## config.mk

```make
export PLATFORM = sky130hd
export DESIGN_NAME = adder_arbiter
export DESIGN_NICKNAME = d
export VERILOG_FILES = /design/src/rtl/adder_arb_pkg.sv /design/src/rtl/adder_arbiter_rr_pick.sv /design/src/rtl/adder_arbiter.sv
export SDC_FILE = /design/constraint.sdc
export NUM_CORES = 1
export LEC_CHECK = 0
export ABC_CLOCK_PERIOD_IN_PS = 9200
export BUFFER_PORTS_ARGS = -buffer_cell sky130_fd_sc_hd__buf_4
export CORE_AREA = 3 3 152 154
export CTS_CLUSTER_DIAMETER = 30
export DETAILED_ROUTE_END_ITERATION = 10
export DIE_AREA = 0 0 155 157
export PLACE_DENSITY_LB_ADDON = 0.08
export SLEW_MARGIN = 20
export SYNTH_ARGS = -nofsm -noshare
export SYNTH_HDL_FRONTEND = slang
export SYNTH_SLANG_ARGS = --single-unit
export TNS_END_PERCENT = 100
```

## constraint.sdc

```tcl
create_clock -name clk -period 9.2 [get_ports clk]
set_input_delay 0.92 -clock clk [delete_from_list [all_inputs] [get_ports clk]]
set_output_delay 0.92 -clock clk [all_outputs]
set_load 0.01 [all_outputs]
```

## src/rtl/adder_arb_pkg.sv

```systemverilog
// adder_arb_pkg: shared types, default sizes and helpers for the adder
// arbiter slice.
//   arb_state_t : sequencer state (IDLE -> CALC -> RESP)
//   DEF_WIDTH   : default operand/result width
//   DEF_N       : default requester count
//   rr_next()   : round-robin pointer advance with wrap to 0
package adder_arb_pkg;

    typedef enum logic [1:0] {
        IDLE = 2'd0,
        CALC = 2'd1,
        RESP = 2'd2
    } arb_state_t;

    localparam int DEF_WIDTH = 32;
    localparam int DEF_N     = 4;

    function automatic int unsigned rr_next(input int unsigned ptr, input int unsigned n);
        return (ptr + 1 >= n) ? 0 : ptr + 1;
    endfunction

endpackage

```

## src/rtl/adder_arbiter_rr_pick.sv

```systemverilog
// rr_pick: combinational round-robin priority picker.
// Scans req starting at ptr, wrapping modulo N, and returns the first hit.
// Ports:
//   req  [N-1:0]    : request vector
//   ptr  [ID_W-1:0] : index with highest priority this cycle (always < N)
//   gnt  [N-1:0]    : one-hot grant (all zero when nothing requests)
//   idx  [ID_W-1:0] : encoded grant index (0 when nothing requests)
//   any             : at least one request present
module rr_pick #(
    parameter int N    = 4,
    parameter int ID_W = 2
) (
    input  logic [N-1:0]    req,
    input  logic [ID_W-1:0] ptr,
    output logic [N-1:0]    gnt,
    output logic [ID_W-1:0] idx,
    output logic            any
);

    logic [ID_W-1:0] pos;

    always_comb begin
        gnt = '0;
        idx = '0;
        any = 1'b0;
        pos = '0;
        for (int k = 0; k < N; k++) begin
            pos = ID_W'((int'(ptr) + k) % N);
            if (!any && req[pos]) begin
                any      = 1'b1;
                gnt[pos] = 1'b1;
                idx      = pos;
            end
        end
    end

endmodule

```

## src/rtl/adder_arbiter.sv

```systemverilog
// adder_arbiter: round-robin sequencer sharing one external WIDTH-bit adder
// among N requesters. One op in flight: grant -> CALC (adder sees registered
// operands) -> RESP (sum held until consumed). A response handshake may grant
// the next request in the same cycle, giving one op per 2 cycles.
// Optional feature macro: ADDER_ARB_STATS_EN adds stat_grants, a saturating
// 16-bit count of completed request handshakes.
// Ports:
//   clk, rst_n            : clock, async active-low reset
//   req_valid/req_ready   : per-requester handshake (req_ready one-hot/zero)
//   req_a, req_b          : packed operands, requester i at [i*WIDTH +: WIDTH]
//   add_a, add_b, add_y   : to/from the shared adder (add_a/add_b registered)
//   rsp_valid/rsp_ready   : response handshake
//   rsp_y, rsp_id         : registered sum and owning requester index
//   stat_grants           : grant counter (ADDER_ARB_STATS_EN only)
module adder_arbiter
    import adder_arb_pkg::*;
#(
    parameter int WIDTH = DEF_WIDTH,
    parameter int N     = DEF_N,
    parameter int ID_W  = $clog2(N)
) (
    input  logic                 clk,
    input  logic                 rst_n,
    input  logic [N-1:0]         req_valid,
    output logic [N-1:0]         req_ready,
    input  logic [N*WIDTH-1:0]   req_a,
    input  logic [N*WIDTH-1:0]   req_b,
    output logic [WIDTH-1:0]     add_a,
    output logic [WIDTH-1:0]     add_b,
    input  logic [WIDTH-1:0]     add_y,
    output logic                 rsp_valid,
    input  logic                 rsp_ready,
    output logic [WIDTH-1:0]     rsp_y,
    output logic [ID_W-1:0]      rsp_id
`ifdef ADDER_ARB_STATS_EN
    ,
    output logic [15:0]          stat_grants
`endif
);

    arb_state_t state, state_nxt;

    logic [N-1:0][WIDTH-1:0] a_v, b_v;
    logic [WIDTH-1:0]        a_q, b_q;
    logic [ID_W-1:0]         rr_ptr, id_q, g_idx;
    logic [N-1:0]            g_hot;
    logic                    g_any, grant_en, take;

    assign a_v   = req_a;
    assign b_v   = req_b;
    assign add_a = a_q;
    assign add_b = b_q;

    rr_pick #(.N(N), .ID_W(ID_W)) u_pick (
        .req (req_valid),
        .ptr (rr_ptr),
        .gnt (g_hot),
        .idx (g_idx),
        .any (g_any)
    );

    // Grants are offered from IDLE, or from RESP in the cycle the response
    // is consumed (bypass). rst_n gates req_ready so nothing handshakes
    // while reset is held.
    always_comb begin
        grant_en  = rst_n && ((state == IDLE) || ((state == RESP) && rsp_ready));
        req_ready = grant_en ? g_hot : '0;
        take      = grant_en && g_any;
    end

    always_comb begin
        state_nxt = state;
        case (state)
            IDLE:    if (g_any) state_nxt = CALC;
            CALC:    state_nxt = RESP;
            RESP:    if (rsp_ready) state_nxt = g_any ? CALC : IDLE;
            default: state_nxt = IDLE;
        endcase
    end

    always_ff @(posedge clk or negedge rst_n) begin
        if (!rst_n) begin
            state     <= IDLE;
            rr_ptr    <= '0;
            a_q       <= '0;
            b_q       <= '0;
            id_q      <= '0;
            rsp_y     <= '0;
            rsp_id    <= '0;
            rsp_valid <= 1'b0;
        end else begin
            state <= state_nxt;
            if (take) begin
                a_q    <= a_v[g_idx];
                b_q    <= b_v[g_idx];
                id_q   <= g_idx;
                rr_ptr <= ID_W'(rr_next(32'(g_idx), N));
            end
            if (state == CALC) begin
                rsp_y     <= add_y;
                rsp_id    <= id_q;
                rsp_valid <= 1'b1;
            end else if ((state == RESP) && rsp_ready) begin
                rsp_valid <= 1'b0;
            end
        end
    end

`ifdef ADDER_ARB_STATS_EN
    always_ff @(posedge clk or negedge rst_n) begin
        if (!rst_n)
            stat_grants <= '0;
        else if (take && (stat_grants != 16'hFFFF))
            stat_grants <= stat_grants + 16'd1;
    end
`endif

endmodule
```

==> results.py <==
metrics = {
    "status": {
        "status": "completed",
    },
    "yosys": {
        "synth.net_count": 1116,
        "muxShareOfSynthArea": 0.117,
        "synth_top_family_by_area": "compound AO/OA/AOI/OAI gates",
        "synth-xor-area-share": 0.00115,
        "synth-compound-area-share": 0.315,
        "yosysSeqAreaShare": 0.345,
        "synth_edf_count": 0,
        "yosys_warnings": 0,
        "async_reset_ff_frac": 1.00,
        "avgSynthCellArea_sq_um": 9.35,
        "ys_types": 49,
        "synthesis.area_sq_um": 7610,
        "synth_simple_gate_area_share": 0.154,
        "synthCells": 814,
        "ys_seq_elements": 105,
        "synthAdderAreaFrac": 0.0115,
        "yosys_most_used_dff": "dfrtp_1",
    },
    "power": {
        "power.leakage_nw": 4.99,
        "power.density_nw_per_um2": 344,
        "power_w": 0.00382,
        "ir_drop_mv": 0.276,
    },
    "drt": {
        "wl_microns": 31100,
        "drc": 0,
        "routedWlPerCell_microns": 21.6,
        "first_pass_iters": 5,
        "ant_nets": 0,
        "via_per_inst": 5.86,
        "vias": 8417,
        "drt_iter0_markers": 345,
    },
    "clock_network": {
        "post_cts_buffers": 0,
        "cts_htree_levels": 3,
        "cts_sinks": 105,
        "cts_tree": "yes",
        "cts_hold_buf": 0,
        "clock_latency_ns": 0.37,
        "numCtsBuffers": 9,
        "cts.path.max_buffers": 2,
        "path_clk_slew_ns": 0.09,
        "cts.root.buffer_cell": "clkbuf_16",
        "postCtsResizedCells": 0,
    },
    "worst_setup_path": {
        "cp-end-kind": "output pin",
        "rr_startpoint": "rr_ptr[0]",
        "r2r_end": "add_b[0]",
        "worstPathRequired_ns": 8.28,
        "rr_worst_depth": 11,
        "worstSetupPathType": "flip-flop to output pin",
        "cp_data_arrival_time_ns": 4.06,
        "r2r_slack_ns": 4.26,
        "startpoint_type": "flip-flop",
        "worstPathMaxFanout": 62,
    },
    "worst_hold_path": {
        "hold_path.class": "flip-flop to flip-flop",
        "min_from": "add_b[0]",
        "holdPathEnd": "add_b[0]",
        "hold_depth": 2,
    },
    "sta": {
        "slew_viol_final": 0,
        "min_period_ns": 4.98,
        "slew_headroom": 0.297,
        "fmax_ghz": 0.201,
        "final-setup-viol-count": 0,
        "fin_crit_sh": 0.541,
        "finClkSkew_ns": 0.0175,
        "hold_viol_final": 0,
        "setup-tns-final_ns": 0,
        "tightest_slew_ns": 1.05,
        "rsz0062_at_grt": "no",
    },
    "layout": {
        "final_area_sq_um": 11100,
        "syn2layout_area_growth_pct": 45.9,
        "regArea_sq_um": 2630,
        "diodes": 0,
        "multiInputGateArea_sq_um": 4650,
        "nets": 1453,
        "num-fill-cells": 2161,
        "fin_cells": 1436,
        "drive_above_1_share": 0.488,
    },
    "global_routing": {
        "grt_max_degree": 88,
        "overflow": 0,
        "antenna_found_initial": 0,
        "grt_pass1_wl_microns": 46900,
        "first_global_vias": 8235,
        "grt_usage": 0.242,
    },
    "die": {
        "die_y_microns": 157,
        "die_w_microns": 155,
        "coreArea_sq_um": 21800,
        "row_count": 54,
        "dieArea_sq_um": 24300,
        "initial_core_util": 0.349,
        "ios": 398,
    },
    "placement": {
        "placed_cells": 1420,
        "dpl_cell_area_sq_um": 10800,
        "port_buffers": 397,
        "hpwl_microns": 21500,
        "gp_congestion": 0.842,
    },
    "flow_run": {
        "maxCapViolCount": 0,
    },
}
[sequential cells by signal, summed over array words and instances, names as in the netlist]
| register | count |
|---|---|
| rsp_valid | 1 |
| rr_ptr | 2 |
| state | 2 |
| add_a | 32 |
| rsp_id | 2 |
| id_q | 2 |
| rsp_y | 32 |
| add_b | 32 |
[power breakdown]
group	switching, W	internal, W
clock	0.000221	0.000199
sequential	0.000137	0.000701
combinational	0.00146	0.00110
total	0.00182	0.00200
[final cells by class]
| type | instances | area share |
|---|---|---|
| multi-input cells | 613 | 0.418 |
| repair buffers | 416 | 0.283 |
| flip-flops and latches | 105 | 0.237 |
| well taps | 280 | 0.0315 |
| clock buffers | 9 | 0.0203 |
| clock inverters | 7 | 0.00800 |
| inverters | 6 | 0.00203 |
[through the flow]
stage          worst slack (ns)  hold WS (ns)  utilization
2_1_floorplan              5.75         0.432            -
3_3_place_gp               4.35         0.468        0.493
3_5_place_dp               4.25         0.473        0.495
4_1_cts                    4.20         0.493        0.509
5_1_grt                    3.89         0.517        0.509
6_report                   4.22         0.485        0.509
[kinds of logic (layout without fill, tap and decap cells)]
logic type,count (synthesis),count (layout)
xor+xnor,1,1
simple gates,270,270
mux,70,70
flops,105,105
buf+inv,96,438
compound gates,265,265
fa+ha+maj,7,7
[layer usage]
layer	global-route usage	wire, microns	vias up
li1	-	-	3900
met5	0	0	-
met1	0.308	12500	4105
met4	0.0765	884	0
met2	0.409	15100	359
met3	0.0575	2550	53
[synthesized netlist by cell type (5+ instances only)]
master	number	area share
o31ai_2	22	0.036
a21oi_1	9	0.0059
buf_2	26	0.017
a221oi_1	23	0.026
o221ai_1	80	0.092
dfrtp_1	105	0.35
clkbuf_1	57	0.028
mux2i_1	6	0.0079
mux2_4	22	0.043
nand2_1	155	0.076
o2111ai_1	41	0.047
o21ai_0	7	0.0046
inv_1	6	0.0030
a31o_2	30	0.035
ha_1	7	0.012
nand4_1	40	0.033
a31o_1	11	0.013
nor2_1	57	0.028
buf_6	5	0.0074
mux2_2	39	0.058
a221o_1	27	0.036
[cells in the final DEF (no fill, tap or decap), types with 3 or more instances in the layout]
master and instances:
nor2_1 55, o21ai_0 7, o221ai_1 80, o31ai_2 22, o2111ai_1 41, inv_1 6
a221oi_1 23, clkbuf_16 9, buf_4 415, a21oi_4 3, a31o_1 10, mux2i_1 6
nand2_1 155, nand4_1 40, a221o_1 27, mux2_2 39, a31o_2 30, dfrtp_1 104
a21o_1 3, nand2b_1 3, a21oi_1 6, ha_1 7, mux2_4 22
[how the worst max path moves through the flow]
stage / start / endpoint / slack (ns) / cells past startpoint
after floorplan: rr_ptr[0] / req_ready[0] / 5.75 / 11
after global routing: rr_ptr[0] / req_ready[1] / 3.89 / 10
after CTS: rr_ptr[0] / req_ready[0] / 4.20 / 10
after detailed placement: rr_ptr[0] / add_b[0] / 4.25 / 11
after global placement: rr_ptr[0] / add_b[0] / 4.35 / 11
final: rr_ptr[0] / req_ready[0] / 4.22 / 10
[critical path, cell delays in order (launching register included)]
cell     delay, ns
dfrtp_2       0.35
buf_4         0.59
inv_1         0.35
ha_1          0.56
mux2i_1       0.14
mux2i_1       0.79
nor2_1        0.19
a221o_1       0.34
o21ai_0       0.07
a21oi_1       0.11
buf_4         0.16
Power figures use the tool's default switching activity.
